File: config.mk
export PLATFORM = sky130hd
export DESIGN_NAME = alarm_clock_controller
export DESIGN_NICKNAME = d
export VERILOG_FILES = /design/src/rtl/alarm_clock_controller.sv
export SDC_FILE = /design/constraint.sdc
export NUM_CORES = 1
export LEC_CHECK = 0
export ABC_CLOCK_PERIOD_IN_PS = 2600
export BUFFER_PORTS_ARGS = -buffer_cell sky130_fd_sc_hd__buf_2
export CELL_PAD_IN_SITES_DETAIL_PLACEMENT = 0
export CELL_PAD_IN_SITES_GLOBAL_PLACEMENT = 1
export CORE_MARGIN = 2
export CORE_UTILIZATION = 30
export CTS_CLUSTER_DIAMETER = 40
export DETAILED_ROUTE_END_ITERATION = 6
export PLACE_DENSITY = 0.69
export SLEW_MARGIN = 20
export SYNTH_ARGS = -nofsm -noshare
export SYNTH_HDL_FRONTEND = slang
export SYNTH_SLANG_ARGS = --single-unit
File: constraint.sdc
create_clock -name clk -period 2.6 [get_ports clk]
set_clock_uncertainty 0.05 [all_clocks]
set_input_delay 0.52 -clock clk [delete_from_list [all_inputs] [get_ports clk]]
set_output_delay 0.52 -clock clk [all_outputs]
set_load 0.02 [all_outputs]
File: src/rtl/alarm_clock_controller.sv
// alarm_clock_controller: mode/adjust controller for the digital alarm clock.
// Arbitrates the debounced buttons, steps the timekeeping counter while it is
// paused for adjustment, owns the alarm time and enable bit, and drives the
// ringing output including its self-timeout.
module alarm_clock_controller #(
  parameter int RING_SECS   = 60,
  parameter int ALM_HR_RST  = 0,
  parameter int ALM_MIN_RST = 0
) (
  input  logic       clk,
  input  logic       rst,
  input  logic       up,
  input  logic       down,
  input  logic       left,
  input  logic       right,
  input  logic       center,
  input  logic       tick_1hz,
  input  logic       alarm_match,
  output logic       run_en,
  output logic       adj_mode,
  output logic [1:0] sel,
  output logic       clk_hr_inc,
  output logic       clk_hr_dec,
  output logic       clk_min_inc,
  output logic       clk_min_dec,
  output logic [4:0] alm_hr,
  output logic [5:0] alm_min,
  output logic       alarm_en,
  output logic       ringing
);

  localparam int CW = (RING_SECS < 2) ? 1 : $clog2(RING_SECS + 1);

  typedef enum logic {
    RUN    = 1'b0,
    ADJUST = 1'b1
  } state_t;

  state_t          state;
  logic            match_d;
  logic [CW-1:0]   ring_cnt;
  logic            btn_c, btn_r, btn_l, btn_u, btn_d, any_btn;
  logic            match_rise;

  // Fixed-priority pick so exactly one button is acted on per cycle
  always_comb begin
    btn_c      = center;
    btn_r      = right & ~center;
    btn_l      = left  & ~center & ~right;
    btn_u      = up    & ~center & ~right & ~left;
    btn_d      = down  & ~center & ~right & ~left & ~up;
    any_btn    = center | right | left | up | down;
    match_rise = alarm_match & ~match_d;
  end

  // Mode FSM with registered outputs; alarm registers and ring timer live here too
  always_ff @(posedge clk or negedge rst) begin
    if (!rst) begin
      state       <= RUN;
      run_en      <= 1'b1;
      adj_mode    <= 1'b0;
      sel         <= 2'd0;
      clk_hr_inc  <= 1'b0;
      clk_hr_dec  <= 1'b0;
      clk_min_inc <= 1'b0;
      clk_min_dec <= 1'b0;
      alm_hr      <= 5'(ALM_HR_RST);
      alm_min     <= 6'(ALM_MIN_RST);
      alarm_en    <= 1'b0;
      ringing     <= 1'b0;
      ring_cnt    <= '0;
      match_d     <= 1'b0;
    end else begin
      match_d     <= alarm_match;
      clk_hr_inc  <= 1'b0;
      clk_hr_dec  <= 1'b0;
      clk_min_inc <= 1'b0;
      clk_min_dec <= 1'b0;
      case (state)
        RUN: begin
          if (ringing) begin
            // Any button only silences the alarm; the pulse is consumed here
            if (any_btn) begin
              ringing  <= 1'b0;
              ring_cnt <= '0;
            end else if (tick_1hz) begin
              if (ring_cnt == CW'(RING_SECS - 1)) begin
                ringing  <= 1'b0;
                ring_cnt <= '0;
              end else begin
                ring_cnt <= ring_cnt + 1'b1;
              end
            end
          end else if (btn_c) begin
            // Entering ADJUST takes priority over a coincident match edge
            state    <= ADJUST;
            run_en   <= 1'b0;
            adj_mode <= 1'b1;
          end else begin
            if (btn_u) begin
              alarm_en <= 1'b1;
            end else if (btn_d) begin
              alarm_en <= 1'b0;
            end
            // The enable as it stood before this cycle's button decides arming
            if (match_rise && alarm_en) begin
              ringing <= 1'b1;
            end
          end
        end
        ADJUST: begin
          if (btn_c) begin
            state    <= RUN;
            run_en   <= 1'b1;
            adj_mode <= 1'b0;
          end else if (btn_r) begin
            sel <= sel + 2'd1;
          end else if (btn_l) begin
            sel <= sel - 2'd1;
          end else if (btn_u || btn_d) begin
            case (sel)
              2'd0: begin
                clk_hr_inc <= btn_u;
                clk_hr_dec <= btn_d;
              end
              2'd1: begin
                clk_min_inc <= btn_u;
                clk_min_dec <= btn_d;
              end
              2'd2: begin
                if (btn_u) alm_hr <= (alm_hr == 5'd23) ? 5'd0 : alm_hr + 5'd1;
                else       alm_hr <= (alm_hr == 5'd0) ? 5'd23 : alm_hr - 5'd1;
              end
              default: begin
                if (btn_u) alm_min <= (alm_min == 6'd59) ? 6'd0 : alm_min + 6'd1;
                else       alm_min <= (alm_min == 6'd0) ? 6'd59 : alm_min - 6'd1;
              end
            endcase
          end
        end
        default: begin
          state <= RUN;
        end
      endcase
    end
  end

endmodule

=== After elaboration in Yosys (flattened, before gate mapping) ===
Cells that the tools add are included.

* Add/subtract/negate cells: 7
* Equality and inequality tests: 8
* Multiplexer cells: 53
* Bitwise logic cells: 25
* Reductions and logical operators: 15

{| class="wikitable"
|+ Operator list
! operator !! count
|-
| 2-to-1 mux 1 bit || 39
|-
| 2-to-1 mux 6 bit || 6
|-
| 2-to-1 mux 5 bit || 3
|-
| adder 6 x 1 -> 6 bit (second input constant) || 2
|-
| == test 6 bit (second input constant) || 2
|-
| AND reduction 6 bit || 2
|-
| AND 1 bit || 11
|-
| NOT 1 bit || 10
|-
| AND reduction 3 bit || 3
|-
| zero test 6 bit || 1
|-
| inequality test 2 bit (second input constant) || 3
|-
| one-hot mux 1 bit (2 select lines) || 3
|-
| nonzero test 2 bit || 3
|-
| subtractor 6 x 1 -> 6 bit (second input constant) || 1
|-
| adder 5 x 1 -> 5 bit (second input constant) || 1
|-
| == test 5 bit (second input constant) || 1
|-
| zero test 5 bit || 1
|-
| subtractor 5 x 1 -> 5 bit (second input constant) || 1
|-
| 2-to-1 mux 2 bit || 2
|-
| bitwise OR 1 bit || 4
|-
| AND reduction 4 bit || 1
|-
| OR reduction 3 bit || 1
|-
| adder 2 x 1 -> 2 bit (second input constant) || 1
|-
| == test 2 x 1 -> 1 bit (second input constant) || 1
|-
| other kinds (5) || 5
|}

* Word-level logic and storage cells: 122
* Register bits: 29
* Output and inout port bits: 21

=== Longest topological paths before layout ===
Gate-level depths: netlist (run 1).

* Depth after elaboration: 11
* Gate-level depth with buffers: 6

=== Worst setup path before layout (run 1) ===
No wires, ideal clock.

* Path kind: input to register
* Start point: input port center
* End point: register alm_min[5]
* Path buffers: 2
* Data required time: 2428 ps
* Arrival time: 1678 ps
* Slack: 750 ps
* Library setup time: 122 ps
* Stages: 6
* Cell sequence: buf_2 nor4b_1 buf_2 o21ai_0 nor2b_1 a32o_1

* Longest elaborated chain between the ends: 7
* Elaborated cells on any way between the ends: 16
* Those cells by class: mux (1); bitwise (13); reduce/logical (2)

{| class="wikitable"
|+ RTL lines
! item !! RTL line !! source
|-
| start: declaration || 16 || <nowiki>input logic center,</nowiki>
|-
| NOT 1 bit (no line) (*) || - ||
|-
| AND 1 bit (4 in a row) || 51 || <nowiki>btn_d = down & ~center & ~right & ~left & ~up;</nowiki>
|-
| logical OR 1 bit || 120 || <nowiki>end else if (btn_u || btn_d) begin</nowiki>
|-
| AND reduction 6 bit (no line) || - ||
|-
| end signal: assignment || 68 || <nowiki>alm_min <= 6'(ALM_MIN_RST);</nowiki>
|-
| end signal: assignment || 135 || <nowiki>if (btn_u) alm_min <= (alm_min == 6'd59) ? 6'd0 : alm_min + 6'd1;</nowiki>
|-
| end signal: assignment || 136 || <nowiki>else alm_min <= (alm_min == 6'd0) ? 6'd59 : alm_min - 6'd1;</nowiki>
|-
| end: declaration || 27 || <nowiki>output logic [5:0] alm_min,</nowiki>
|}

Mark *: on every way between the ends. The rest lies on a longest branch, timed or not.
A chain may end at the register's enable or synchronous reset.

=== Worst setup path in the final report (run 1) ===
* Start point: input port center
* End point: register alm_hr[3]

* Longest elaborated chain between the ends: 7
* Elaborated cells on any way between the ends: 16
* Those cells by class: mux (1); bitwise (13); reduce/logical (2)

{| class="wikitable"
|+ RTL lines
! item !! RTL line !! source
|-
| NOT 1 bit (no line) (*) || - ||
|-
| AND 1 bit (4 in a row) || 51 ||
|-
| logical OR 1 bit || 120 ||
|-
| AND reduction 6 bit (no line) || - ||
|-
| end signal: assignment || 67 || <nowiki>alm_hr <= 5'(ALM_HR_RST);</nowiki>
|-
| end signal: assignment || 131 || <nowiki>if (btn_u) alm_hr <= (alm_hr == 5'd23) ? 5'd0 : alm_hr + 5'd1;</nowiki>
|-
| end signal: assignment || 132 || <nowiki>else alm_hr <= (alm_hr == 5'd0) ? 5'd23 : alm_hr - 5'd1;</nowiki>
|-
| end: declaration || 26 || <nowiki>output logic [4:0] alm_hr,</nowiki>
|}

Marked as above.

==> flow_summary.json, run 1 <==
{
  "crit_type": "primary input to flip-flop",
  "drt_iter0_drc": 48,
  "grt_antenna_before_repair": 0,
  "cp_slowest_cell": "or4b_1",
  "synth.area.top_cells": "dfrtp_1, ha_1, nor2_1, o21ai_0, a21oi_1",
  "finalSetupViolCount": 0,
  "yosys.area.top_type": "dfrtp_1",
  "crit_path_end": "alm_hr[3]$_DFFE_PN0P_",
  "peakVddDrop_v": 0.000341,
  "yosys_warnings": 0,
  "ys_dominant_reg_cell": "dfrtp_1",
  "setup_tns_ns": 0,
  "syn-num-nets": 216,
  "insertion_delay_ns": 0.28,
  "grt_pass1_vias": 1336,
  "path_cells": "buf_2, or4b_1, buf_4, a2111oi_4, a31oi_1, o21ai_1",
  "synth_cell_types": 48,
  "worstPathRequired_ns": 2.75,
  "diodes": 0,
  "crit_path_end_kind": "flip-flop",
  "rrSetupSlack_ns": 0.76,
  "synthCells": 197,
  "ctsHtreeMaxLevel": 2,
  "vias": 1510,
  "ioPinCount": 30,
  "cts_tree": "done",
  "synth_edf_count": 0,
  "min-delay-path-class": "primary input to async pin",
  "worst_path_largest_cell_delay_ns": 0.59,
  "synthToLayoutAreaGrowth_pct": 17.8,
  "netlist_area_sq_um": 1790,
  "initial_core_util": 0.305,
  "yosysTopAreaCellShare": 0.392,
  "async_flop_share": 1.00,
  "core_sq_um": 5850,
  "place_area_sq_um": 2000,
  "arrival_ns": 2.05,
  "r2r_start": "alm_min[0]$_DFFE_PN0P_",
  "final_area_sq_um": 2100,
  "cts_root_buf": "clkbuf_8",
  "io_buffer_count": 29,
  "drive_above_1_share": 0.203,
  "p_leak_nw": 0.948,
  "routedWlPerCell_microns": 13.0,
  "critPathLaunch": "center",
  "r2r_cells": 6,
  "fp.dieH_microns": 81.1,
  "gp_congestion": 0.770,
  "reg2reg_to": "alm_min[3]$_DFFE_PN0P_",
  "fin_nets": 245,
  "hold_viol_final": 0,
  "drc": 0,
  "via_per_inst": 5.00,
  "cp_max_fo": 16,
  "synth_seq_cells": 29,
  "outcome": "completed",
  "antenna_left": 0,
  "grt_pass1_wl_microns": 6510,
  "drt_first_pass_iters": 4,
  "track_usage": 0.128,
  "max-cap-violations": 0,
  "ctsHoldBuffers": 0,
  "post-route-period-util": 0.731,
  "slew_viol_final": 0,
  "die_w_microns": 81.1,
  "grt_max_degree": 30,
  "slew_headroom": 0.548,
  "clkSlewWorstSetupHoldPaths_ns": 0.07,
  "rows": 28,
  "grt.overflow.total": 0,
  "worstMarginPinSlew_ns": 0.678,
  "ys_seq_area_frac": 0.407,
  "cts_buffer_depth": 2,
  "power.density_nw_per_um2": 899,
  "cts_num_sinks": 29,
  "timing.fmax_ghz": 0.526,
  "crit_path_start_kind": "primary input",
  "numCtsBuffers": 5,
  "power_mw": 1.89,
  "rsz0062_at_grt": "false",
  "post_cts_buffers": 0,
  "wirelength_microns": 3940,
  "fin_util": 0.359,
  "postCtsResizedCells": 0,
  "period_needed_ns": 1.90,
  "dieArea_sq_um": 6580,
  "avgSynthCellArea_sq_um": 9.06,
  "dp_hpwl_microns": 2760
}
[layout make-up]
class | instances | area [sq um]
clock inverter | 1 | 5.00
fill | 605 | 3750
multi-input combinational | 147 | 972
sequential | 29 | 727
inverter | 11 | 41.3
clock buffer | 7 | 96.3
tap | 75 | 93.8
timing repair buffer | 32 | 168
[flip-flops by register name, summed over array words and instances (netlist names)]
| signal | cells |
|---|---|
| sel | 2 |
| adj_mode | 1 |
| clk_hr_dec | 1 |
| match_d | 1 |
| clk_min_inc | 1 |
| clk_hr_inc | 1 |
| clk_min_dec | 1 |
| alarm_en | 1 |
| ringing | 1 |
| ring_cnt | 6 |
| run_en | 1 |
| alm_hr | 5 |
| alm_min | 6 |
| state | 1 |
[placed cells by master (no fill, tap or decap), types with 7 or more instances in the layout]
cell	count
nor2_1	21
ha_1	10
nand2_1	13
nand3_1	7
inv_1	11
o21ai_0	13
buf_2	29
a21oi_1	10
nor3_1	7
dfrtp_1	28
clkbuf_8	7
[metal layers]
| layer | up-vias | share of wire | GRT usage |
|---|---|---|---|
| met5 | - | 0 | 0 |
| met4 | 0 | 0.015 | 0.0458 |
| met3 | 5 | 0.037 | 0.0322 |
| met2 | 25 | 0.44 | 0.198 |
| met1 | 712 | 0.50 | 0.172 |
| li1 | 768 | - | - |
[worst min path at each step]
| stage | depth (start not counted) | end | from | slack (ns) |
|---|---|---|---|---|
| 4_1_cts | 1 | ring_cnt[5]$_DFFE_PN0P_ | rst | 0.26 |
| 3_3_place_gp | 2 | ring_cnt[1]$_DFFE_PN0P_ | ring_cnt[1]$_DFFE_PN0P_ | 0.45 |
| 2_1_floorplan | 0 | adj_mode$_DFFE_PN0P_ | rst | 0.17 |
| 3_5_place_dp | 2 | ring_cnt[1]$_DFFE_PN0P_ | ring_cnt[1]$_DFFE_PN0P_ | 0.44 |
| 5_1_grt | 1 | ring_cnt[5]$_DFFE_PN0P_ | rst | 0.28 |
| 6_report | 1 | ring_cnt[3]$_DFFE_PN0P_ | rst | 0.23 |
[stage by stage]
step	hold WS (ns)	instances	worst slack (ns)
after floorplan	0.174	197	0.750
after global placement	0.447	294	0.452
after CTS	0.256	302	0.711
final	0.225	302	0.700
after global routing	0.276	302	0.581
after detailed placement	0.445	294	0.423
[cells in the mapped netlist (3+ instances only)]
cell type  count
dfrtp_1       28
nor2_1        21
nand2_1       13
o21ai_0       13
inv_1         11
a21oi_1       10
ha_1          10
nand3_1        7
nor3_1         7
clkbuf_1       6
nand3b_1       5
a211oi_1       4
a22o_1         4
xnor2_1        4
a21o_1         3
and2_1         3
buf_2          3
nand2b_1       3
nand4_1        3
nor2b_1        3
o22ai_1        3
[kinds of logic after synthesis]
kind of cell	count (synthesis)	share of synthesized area
AO/OA/AOI/OAI	54	0.211
XOR/XNOR	6	0.0294
adder cells (fa/ha/maj)	10	0.0701
buffers and inverters	21	0.0484
flip-flops	29	0.407
multiplexers	1	0.00631
AND/OR/NAND/NOR	76	0.228
[worst max-delay path: cells and delay by family]
family / cells / cell delay [ns]
compound gates: 3 / 0.52
buf+inv: 2 / 0.41
simple gates: 1 / 0.59
[power by group]
part	switching (mW)	leakage, nW	internal [mW]
Clock	0.180	0.0542	0.239
Combinational	0.408	0.523	0.299
Sequential	0.199	0.370	0.566
Total	0.788	0.948	1.10
No activity file was read; power rests on OpenSTA's default activity.
==> run 2, diff against run 1 <==
ABC_AREA = 1   (was unset)
ABC_CLOCK_PERIOD_IN_PS = 1900   (was 2600)
PLACE_DENSITY = 0.71   (was 0.69)
clock period = 1.9 ns   (was 2.6 ns; I/O delays follow)
==> run 2 against run 1 <==
Effect of this change:
- non-clock buffer count fell by 2
- sequential power up 12%
- highest routed layer unchanged
- first-iteration DRC count is 21% higher
- cell count grew 22%
- largest cell class unchanged
- cell area up 8.7%
==> flow_summary.json, run 2 <==
{
  "post_cts_buffers": 0,
  "post-route-period-util": 0.789,
  "io_buffer_count": 29,
  "crit_path_end_kind": "output pin",
  "crit_type": "flip-flop to output pin",
  "ctsHoldBuffers": 0,
  "avgSynthCellArea_sq_um": 7.69,
  "async_flop_share": 1.00,
  "synth_cell_types": 30,
  "cts_num_sinks": 29,
  "die_w_microns": 84.8,
  "finalSetupViolCount": 0,
  "yosysTopAreaCellShare": 0.357,
  "max-cap-violations": 0,
  "yosys.area.top_type": "dfrtp_1",
  "rsz0062_at_grt": "false",
  "min-delay-path-class": "primary input to async pin",
  "post-place-cells": 360,
  "grt_max_degree": 30,
  "cp_num_buf_inv": 1,
  "vias": 1646,
  "p_leak_nw": 1.14,
  "track_usage": 0.128,
  "grt.overflow.total": 0,
  "hold_viol_final": 0,
  "slew_headroom": 0.553,
  "wirelength_microns": 4240,
  "fin_util": 0.360,
  "synth_edf_count": 0,
  "synth_seq_cells": 29,
  "synth_most_common_cell": "nand2_1",
  "gp_congestion": 0.751,
  "drive_above_1_share": 0.213,
  "core_sq_um": 6350,
  "cp_slowest_cell": "dfrtp_1",
  "mostFrequentLayoutCells": "nand2_1, inv_1, buf_2",
  "cp_top_family": "flip-flops",
  "path_cells": "buf_2",
  "clkSlewWorstSetupHoldPaths_ns": 0.08,
  "fin_nets": 309,
  "grt_pass1_wl_microns": 7420,
  "drt_iter0_drc": 58,
  "ioPinCount": 30,
  "peakVddDrop_v": 0.000443,
  "syn-num-nets": 274,
  "cts_buffer_depth": 2,
  "layout_commonest_cell": "nand2_1",
  "drt_first_pass_iters": 4,
  "drc": 0,
  "final_area_sq_um": 2290,
  "synthToLayoutAreaGrowth_pct": 16.6,
  "power.density_nw_per_um2": 936,
  "rows": 29,
  "slew_viol_final": 0,
  "via_per_inst": 4.47,
  "netlist_area_sq_um": 1960,
  "ctsHtreeMaxLevel": 2,
  "postCtsResizedCells": 0,
  "routedWlPerCell_microns": 11.5,
  "worstMarginPinSlew_ns": 0.671,
  "outcome": "completed",
  "fp.dieH_microns": 84.8,
  "worst_path_largest_cell_delay_ns": 0.54,
  "timing.fmax_ghz": 0.667,
  "cts_tree": "done",
  "arrival_ns": 1.07,
  "cp_max_fo": 9,
  "diodes": 0,
  "yosys-top-cells-count": "nand2_1, inv_1, dfrtp_1, nand3_1, nor2_1",
  "antenna_left": 0,
  "nFillCells": 676,
  "dieArea_sq_um": 7200,
  "grt_antenna_before_repair": 0,
  "ys_seq_area_frac": 0.371,
  "dp_hpwl_microns": 3210,
  "synth.area.top_cells": "dfrtp_1, nand2_1, ha_1, nand3_1, inv_1",
  "crit_path_start_kind": "flip-flop",
  "initial_core_util": 0.309,
  "worstPathRequired_ns": 1.47,
  "grt_pass1_vias": 1624,
  "setup_tns_ns": 0,
  "synthCells": 255,
  "period_needed_ns": 1.50,
  "numCtsBuffers": 5,
  "place_area_sq_um": 2200,
  "cts_root_buf": "clkbuf_8",
  "reg_top3": "alm_min: 6 flops, ring_cnt: 6 flops, alm_hr: 5 flops",
  "yosys_warnings": 0,
  "ys_dominant_reg_cell": "dfrtp_1",
  "insertion_delay_ns": 0.29,
  "stdcell_count": 368
}
run 2: cell types whose count changed after synthesis, moves of 5 or more:
cell	previous run	this run
xor2_1	2	11
clkbuf_1	6	0
nand2_1	13	74
inv_1	11	29
nand3b_1	5	0
o21ai_1	1	7
nand3_1	7	25
a21oi_1	10	2
run 2: kinds of logic (layout without fill, tap and decap cells):
family	count (synthesis)	after routing	synth area share
muxes	1	1	0.00574
DFF	29	29	0.371
buffers and inverters	36	72	0.0708
and+or+nand+nor	142	142	0.351
adders and majority gates	10	10	0.0638
AOI/OAI and AO/OA	22	22	0.0708
xor gates and xnor gates	15	15	0.0670
run 2: power by group:
part           internal, mW  switching [mW]
Combinational         0.280           0.500
Clock                 0.252           0.255
Sequential            0.726           0.127
Total                  1.26           0.882
run 2: path summary, 6_finish.rpt:
| kind | start | endpoint | slack (ns) | cells after the start |
|---|---|---|---|---|
| hold / removal | rst | ring_cnt[1]$_DFFE_PN0P_ | 0.07 | 1 |
| min in group clk | alarm_match | match_d$_DFF_PN0_ | 0.17 | 1 |
| setup / recovery | alm_min[2]$_DFFE_PN0P_ | alm_min[2] | 0.40 | 1 |
| hold reg to reg | adj_mode$_DFFE_PN0P_ | adj_mode$_DFFE_PN0P_ | 0.45 | 2 |
| setup reg to reg | alm_min[1]$_DFFE_PN0P_ | alm_min[5]$_DFFE_PN0P_ | 0.43 | 8 |
| max in group asynchronous | rst | alm_min[5]$_DFFE_PN0P_ | 1.28 | 1 |
run 2: worst register-to-register path: stages (launching register included):
cell	delay [ns]
dfrtp_1	0.45
ha_1	0.25
nand3_1	0.09
nor2_1	0.22
nor2_2	0.09
nand2_1	0.07
nand2_1	0.05
nand2_1	0.05
nand2_1	0.05
run 2: stage by stage:
step           power (mW)  hold slack [ns]  worst slack, ns
6_report             2.14           0.0695            0.402
5_1_grt              2.31            0.122            0.274
4_1_cts              2.18           0.0867            0.381
3_5_place_dp         1.66            0.410            0.404
3_3_place_gp         1.65            0.411            0.397
2_1_floorplan        1.41           0.0344            0.432
run 2: layout make-up:
type,instances,area [sq um],area share
well taps,77,96.3,0.0421
multi-input cells,190,1090,0.479
clock buffers,5,68.8,0.0301
flip-flops and latches,29,727,0.318
clock inverters,3,17.5,0.00766
repair buffers,30,153,0.0668
inverters,34,129,0.0564
run 2: per-layer routing:
layer	track usage	share of wire	wire length, microns	up-vias
li1	-	-	-	873
met4	0.0476	0.015	65	0
met5	0	0	0	-
met1	0.173	0.50	2140	737
met3	0.0340	0.044	188	6
met2	0.196	0.44	1850	30
